`config.mk`:
```
export PLATFORM = sky130hd
export DESIGN_NAME = tcam_rule_writer
export DESIGN_NICKNAME = d
export VERILOG_FILES = /design/src/rtl/tcam_pkg.sv /design/src/rtl/addr_onehot_dec.sv /design/src/rtl/tcam_rule_writer.sv
export SDC_FILE = /design/constraint.sdc
export NUM_CORES = 1
export LEC_CHECK = 0
export BUFFER_PORTS_ARGS = -buffer_cell sky130_fd_sc_hd__clkbuf_2
export CAP_MARGIN = 20
export CORE_AREA = 2 2 136 138
export DETAILED_ROUTE_END_ITERATION = 10
export DIE_AREA = 0 0 138 140
export GPL_ROUTABILITY_DRIVEN = 0
export PLACE_DENSITY = 0.8
export SLEW_MARGIN = 20
export SYNTH_ARGS = -nofsm -noshare
export SYNTH_HDL_FRONTEND = slang
export SYNTH_HIERARCHICAL = 1
export SYNTH_SLANG_ARGS = --single-unit
```
`constraint.sdc`:
```
create_clock -name clk -period 5.7 [get_ports clk]
set_input_delay 1.71 -clock clk [delete_from_list [all_inputs] [get_ports clk]]
set_output_delay 1.71 -clock clk [all_outputs]
set_load 0.1 [all_outputs]
```
`src/rtl/tcam_pkg.sv`:
```
// Shared definitions for the TCAM rule write path.
// - state_t : writer FSM states (IDLE, WRITE, DONE)
// - TCAM_K/W/N : default entry count, rule width and key bits per sub-block
// - blk_lsb() : LSB position of a sub-block's slice inside a rule/key word
package tcam_pkg;

    localparam int TCAM_K = 256;
    localparam int TCAM_W = 32;
    localparam int TCAM_N = 8;

    typedef enum logic [1:0] {
        IDLE  = 2'd0,
        WRITE = 2'd1,
        DONE  = 2'd2
    } state_t;

    // Sub-block blk covers rule bits [blk*n +: n].
    function automatic int unsigned blk_lsb(input int unsigned blk, input int unsigned n);
        return blk * n;
    endfunction

endpackage

```
`src/rtl/addr_onehot_dec.sv`:
```
// Address to one-hot column decoder (inverse of the match-side priority encoder).
// Ports:
// - addr   in   $clog2(K)  entry index
// - onehot out  [0:K-1]    onehot[addr] = 1, all other bits 0; all zero if addr >= K
// Bit 0 is the leftmost (MSB-first), matching the MA vector ordering.
module addr_onehot_dec #(
    parameter int K = 256,
    localparam int AW = $clog2(K)
) (
    input  logic [AW-1:0] addr,
    output logic [0:K-1]  onehot
);

    for (genvar gi = 0; gi < K; gi++) begin : g_bit
        assign onehot[gi] = (addr == AW'(gi));
    end

endmodule

```
`src/rtl/tcam_rule_writer.sv`:
```
// Write path of the SRAM-based TCAM. Latches one ternary rule (data, mask) or a
// delete for entry req_addr, then sweeps every row of every sub-block, writing
// into the entry's column a 1 for rows the rule covers and 0 for all others.
// Ports:
// - clk, rst              clock, asynchronous active-high reset
// - req_valid/req_ready   request handshake (ready only while idle)
// - req_addr/data/mask/del  request fields (mask bit 1 = don't care)
// - sram_we/blk/row       row write strobe and row address
// - sram_bwe              one-hot column enable [0:K-1], bit req_addr set
// - sram_wbit             bit written into the enabled column
// - done                  one-cycle pulse after the last row write
module tcam_rule_writer
    import tcam_pkg::*;
#(
    parameter int K = TCAM_K,
    parameter int W = TCAM_W,
    parameter int N = TCAM_N,
    localparam int P  = W / N,
    localparam int AW = $clog2(K),
    localparam int BW = (P > 1) ? $clog2(P) : 1
) (
    input  logic          clk,
    input  logic          rst,
    input  logic          req_valid,
    output logic          req_ready,
    input  logic [AW-1:0] req_addr,
    input  logic [W-1:0]  req_data,
    input  logic [W-1:0]  req_mask,
    input  logic          req_del,
    output logic          sram_we,
    output logic [BW-1:0] sram_blk,
    output logic [N-1:0]  sram_row,
    output logic [0:K-1]  sram_bwe,
    output logic          sram_wbit,
    output logic          done
);

    state_t        state_reg;
    logic [N-1:0]  row_reg;
    logic [BW-1:0] blk_reg;
    logic [AW-1:0] addr_reg;
    logic [W-1:0]  data_reg;
    logic [W-1:0]  mask_reg;
    logic          del_reg;

    logic [0:K-1]  bwe_dec;
    logic [N-1:0]  data_blk [P];
    logic [N-1:0]  mask_blk [P];
    logic          in_write;
    logic          last_row;
    logic          last_blk;
    logic          row_hit;

    // Per-sub-block views of the latched rule, selected by the block counter.
    for (genvar gi = 0; gi < P; gi++) begin : g_slice
        localparam int unsigned LSB = blk_lsb(gi, N);
        assign data_blk[gi] = data_reg[LSB +: N];
        assign mask_blk[gi] = mask_reg[LSB +: N];
    end

    addr_onehot_dec #(.K(K)) u_dec (
        .addr   (addr_reg),
        .onehot (bwe_dec)
    );

    assign in_write = (state_reg == WRITE);
    assign last_row = &row_reg;
    assign last_blk = (blk_reg == BW'(P - 1));

    // Row is covered when every non-masked bit equals the rule bit.
    assign row_hit = (((row_reg ^ data_blk[blk_reg]) & ~mask_blk[blk_reg]) == '0);

    // SRAM pins are gated by state so nothing leaks out while idle or after reset.
    assign req_ready = (state_reg == IDLE);
    assign done      = (state_reg == DONE);
    assign sram_we   = in_write;
    assign sram_blk  = blk_reg;
    assign sram_row  = row_reg;
    assign sram_bwe  = in_write ? bwe_dec : '0;
    assign sram_wbit = in_write & ~del_reg & row_hit;

    always_ff @(posedge clk or posedge rst) begin
        if (rst) begin
            state_reg <= IDLE;
            row_reg   <= '0;
            blk_reg   <= '0;
            addr_reg  <= '0;
            data_reg  <= '0;
            mask_reg  <= '0;
            del_reg   <= 1'b0;
        end else begin
            case (state_reg)
                IDLE: begin
                    if (req_valid) begin
                        addr_reg  <= req_addr;
                        data_reg  <= req_data;
                        mask_reg  <= req_mask;
                        del_reg   <= req_del;
                        state_reg <= WRITE;
                    end
                end
                WRITE: begin
                    // Row counter wraps naturally; block advances on row wrap.
                    row_reg <= row_reg + 1'b1;
                    if (last_row) begin
                        if (last_blk) begin
                            blk_reg   <= '0;
                            state_reg <= DONE;
                        end else begin
                            blk_reg <= blk_reg + 1'b1;
                        end
                    end
                end
                DONE: begin
                    state_reg <= IDLE;
                end
                default: begin
                    state_reg <= IDLE;
                end
            endcase
        end
    end

endmodule

```
==> flow_summary.json <==
{
  "p_total_mw": 3.20,
  "synth.distinct_cells": 43,
  "ys_async_sr_fraction": 1.00,
  "yosysWarnings": 6,
  "die_x_um": 138,
  "irDropWorstVdd_uv": 301,
  "p_per_area_nw_per_um2": 354,
  "start_util": 0.406,
  "synthCells": 904,
  "fp.dieArea_um2": 19300,
  "syn_to_final_growth_pct": 25.1,
  "nFillCells": 1659,
  "vias": 6935,
  "finalHoldViolations": 0,
  "clk_pin_slew_ps": 60,
  "rsz0062_at_grt": "false",
  "grt_usage": 0.229,
  "synth.cell_area_um2": 7220,
  "setup-tns-final_ps": 0,
  "required_ps": 3990,
  "status": "completed",
  "clock_insertion_delay_worst_skew_ps": 330,
  "critPathArrivalTime_ps": 3050,
  "end_kind": "output port",
  "cts.repair.resized": 0,
  "cts_hold_buf": 0,
  "antenna_found_initial": 0,
  "first_pass_iters": 4,
  "port_buffers": 345,
  "stdcell_area_um2": 9040,
  "max_freq_mhz": 210,
  "core_um2": 17800,
  "drtIter0Drc": 343,
  "numClockSinks": 85,
  "layout.nets": 1237,
  "cts_tree": "yes",
  "grt_pass1_vias": 6346,
  "critPathKind": "flip-flop to output port",
  "syn_avg_cell_area_um2": 7.99,
  "synth.most_common_cell": "and2_1",
  "synth_nets": 982,
  "cp_max_fo": 20,
  "final-setup-viol-count": 0,
  "viasPerCell": 4.98,
  "drv_slew": 0,
  "cts_buffers": 9,
  "yosys_most_used_dff": "dfrtp_1",
  "antenna_cells": 0,
  "yosysTopAreaCellShare": 0.295,
  "yosys-top-cells-area": "dfrtp_1 (29%), and2_1 (22%), nor2_1 (13%), mux2_2 (11%), xnor2_1 (3.3%)",
  "drt-total-wl_mm": 23.3,
  "clock_skew_ps": 4.39,
  "grt_start_max_net_pins": 121,
  "synth_common_cells": "and2_1 (257), nor2_1 (245), dfrtp_1 (85), mux2_2 (72), clkbuf_1 (60)",
  "finalWorstSetupSlack_ps": 937,
  "place_hpwl_mm": 17.2,
  "period_needed_ps": 4760,
  "slew_headroom": 0.230,
  "worstMarginPinSlew_ps": 1150,
  "grt_pass1_wl_mm": 35.4,
  "die_h_um": 140,
  "cts-root-buf": "clkbuf_16",
  "cp-start-kind": "flip-flop",
  "synth_area_leader_cell": "dfrtp_1",
  "post_cts_buffers": 0,
  "placed_cell_area_um2": 8750,
  "htree_num_levels": 3,
  "wl_per_cell_um": 16.7,
  "maxCapViolCount": 0,
  "min_period_over_period": 0.836,
  "hold_path_class": "flip-flop to flip-flop",
  "ios": 346,
  "clockBufferDepth": 2,
  "rows": 49,
  "drive_gt1_frac": 0.405,
  "drc": 0,
  "p_leak_nw": 4.29,
  "yosysSeqAreaShare": 0.295,
  "overflow": 0,
  "drtAntennaViolNets": 0,
  "synth-seq-cells": 85,
  "pre_cts_ws_ps": 1290,
  "synth_edf_count": 0
}
[critical path: stages, from the launching register on]
cell and delay [ps]:
dfrtp_1 810, mux4_2 600, xnor2_1 140, nor2_1 50
or4_4 480, a21oi_2 150, clkbuf_2 480
[per-stage QoR]
stage                      util  cells  hold slack, ps
final                     0.508   1392             500
after global routing      0.508   1392             517
after CTS                 0.508   1392             504
after detailed placement  0.492   1377             491
after global placement    0.492   1377             481
after floorplan               -    904             471
[cells in the final DEF (no fill, tap or decap), types with 2 or more instances in the layout]
| cell | count |
|---|---|
| nor2b_1 | 4 |
| or4b_4 | 3 |
| or4_4 | 2 |
| xor2_1 | 2 |
| nand2_1 | 6 |
| nand3_1 | 3 |
| nand4b_1 | 8 |
| o22ai_1 | 8 |
| buf_4 | 4 |
| nor2_4 | 10 |
| a21o_1 | 3 |
| clkbuf_16 | 9 |
| or4b_1 | 5 |
| mux4_2 | 3 |
| ha_1 | 2 |
| and3_1 | 2 |
| xnor2_1 | 27 |
| dfrtp_1 | 85 |
| mux4_1 | 2 |
| clkbuf_2 | 345 |
| nand4_1 | 5 |
| nor2_2 | 12 |
| nand4bb_1 | 11 |
| nor3_1 | 3 |
| nor2_1 | 245 |
| clkinv_2 | 4 |
| mux2_2 | 72 |
| o21ai_0 | 3 |
| and2_1 | 256 |
[per-layer routing]
| metal | vias to the layer above | GRT usage | wire (um) |
|---|---|---|---|
| met5 | - | 0 | 0 |
| met4 | 0 | 0.0725 | 474 |
| met3 | 34 | 0.0503 | 1770 |
| met2 | 276 | 0.423 | 12200 |
| met1 | 3271 | 0.263 | 8850 |
| li1 | 3354 | - | - |
[cells by family (layout without fill, tap and decap cells)]
logic type	Yosys count	after routing	share of synthesized area
simple gates	580	580	0.440
compound gates	21	21	0.0201
flops	85	85	0.295
buf+inv	109	368	0.0762
fa+ha+maj	2	2	0.00347
xor+xnor	29	29	0.0352
mux	78	78	0.130
[worst paths after layout]
path                               from          end  slack [ps]  cells past startpoint
min in group asynchronous           rst  mask_reg[3]        1450                      2
setup / recovery            sram_blk[0]    sram_wbit         940                      6
hold reg to reg             mask_reg[2]  mask_reg[2]         500                      1
max in group asynchronous           rst  mask_reg[4]        3240                      3
setup reg to reg           state_reg[0]  data_reg[6]        3450                      4
hold / removal              mask_reg[2]  mask_reg[2]         500                      1
[where the power goes]
part	switching, mW	internal, mW
Sequential	0.285	0.828
Combinational	1.06	0.479
Clock	0.221	0.334
Total	1.56	1.64
[area by class of cell]
cell class	instances	area [um^2]	share of cell area
clock inverter	5	52.6	0.00582
sequential	85	2130	0.235
clock buffer	10	229	0.0253
timing repair buffer	350	1780	0.197
inverter	3	15.0	0.00166
multi-input combinational	710	4550	0.503
tap	229	287	0.0317
Power figures use the tool's default switching activity.
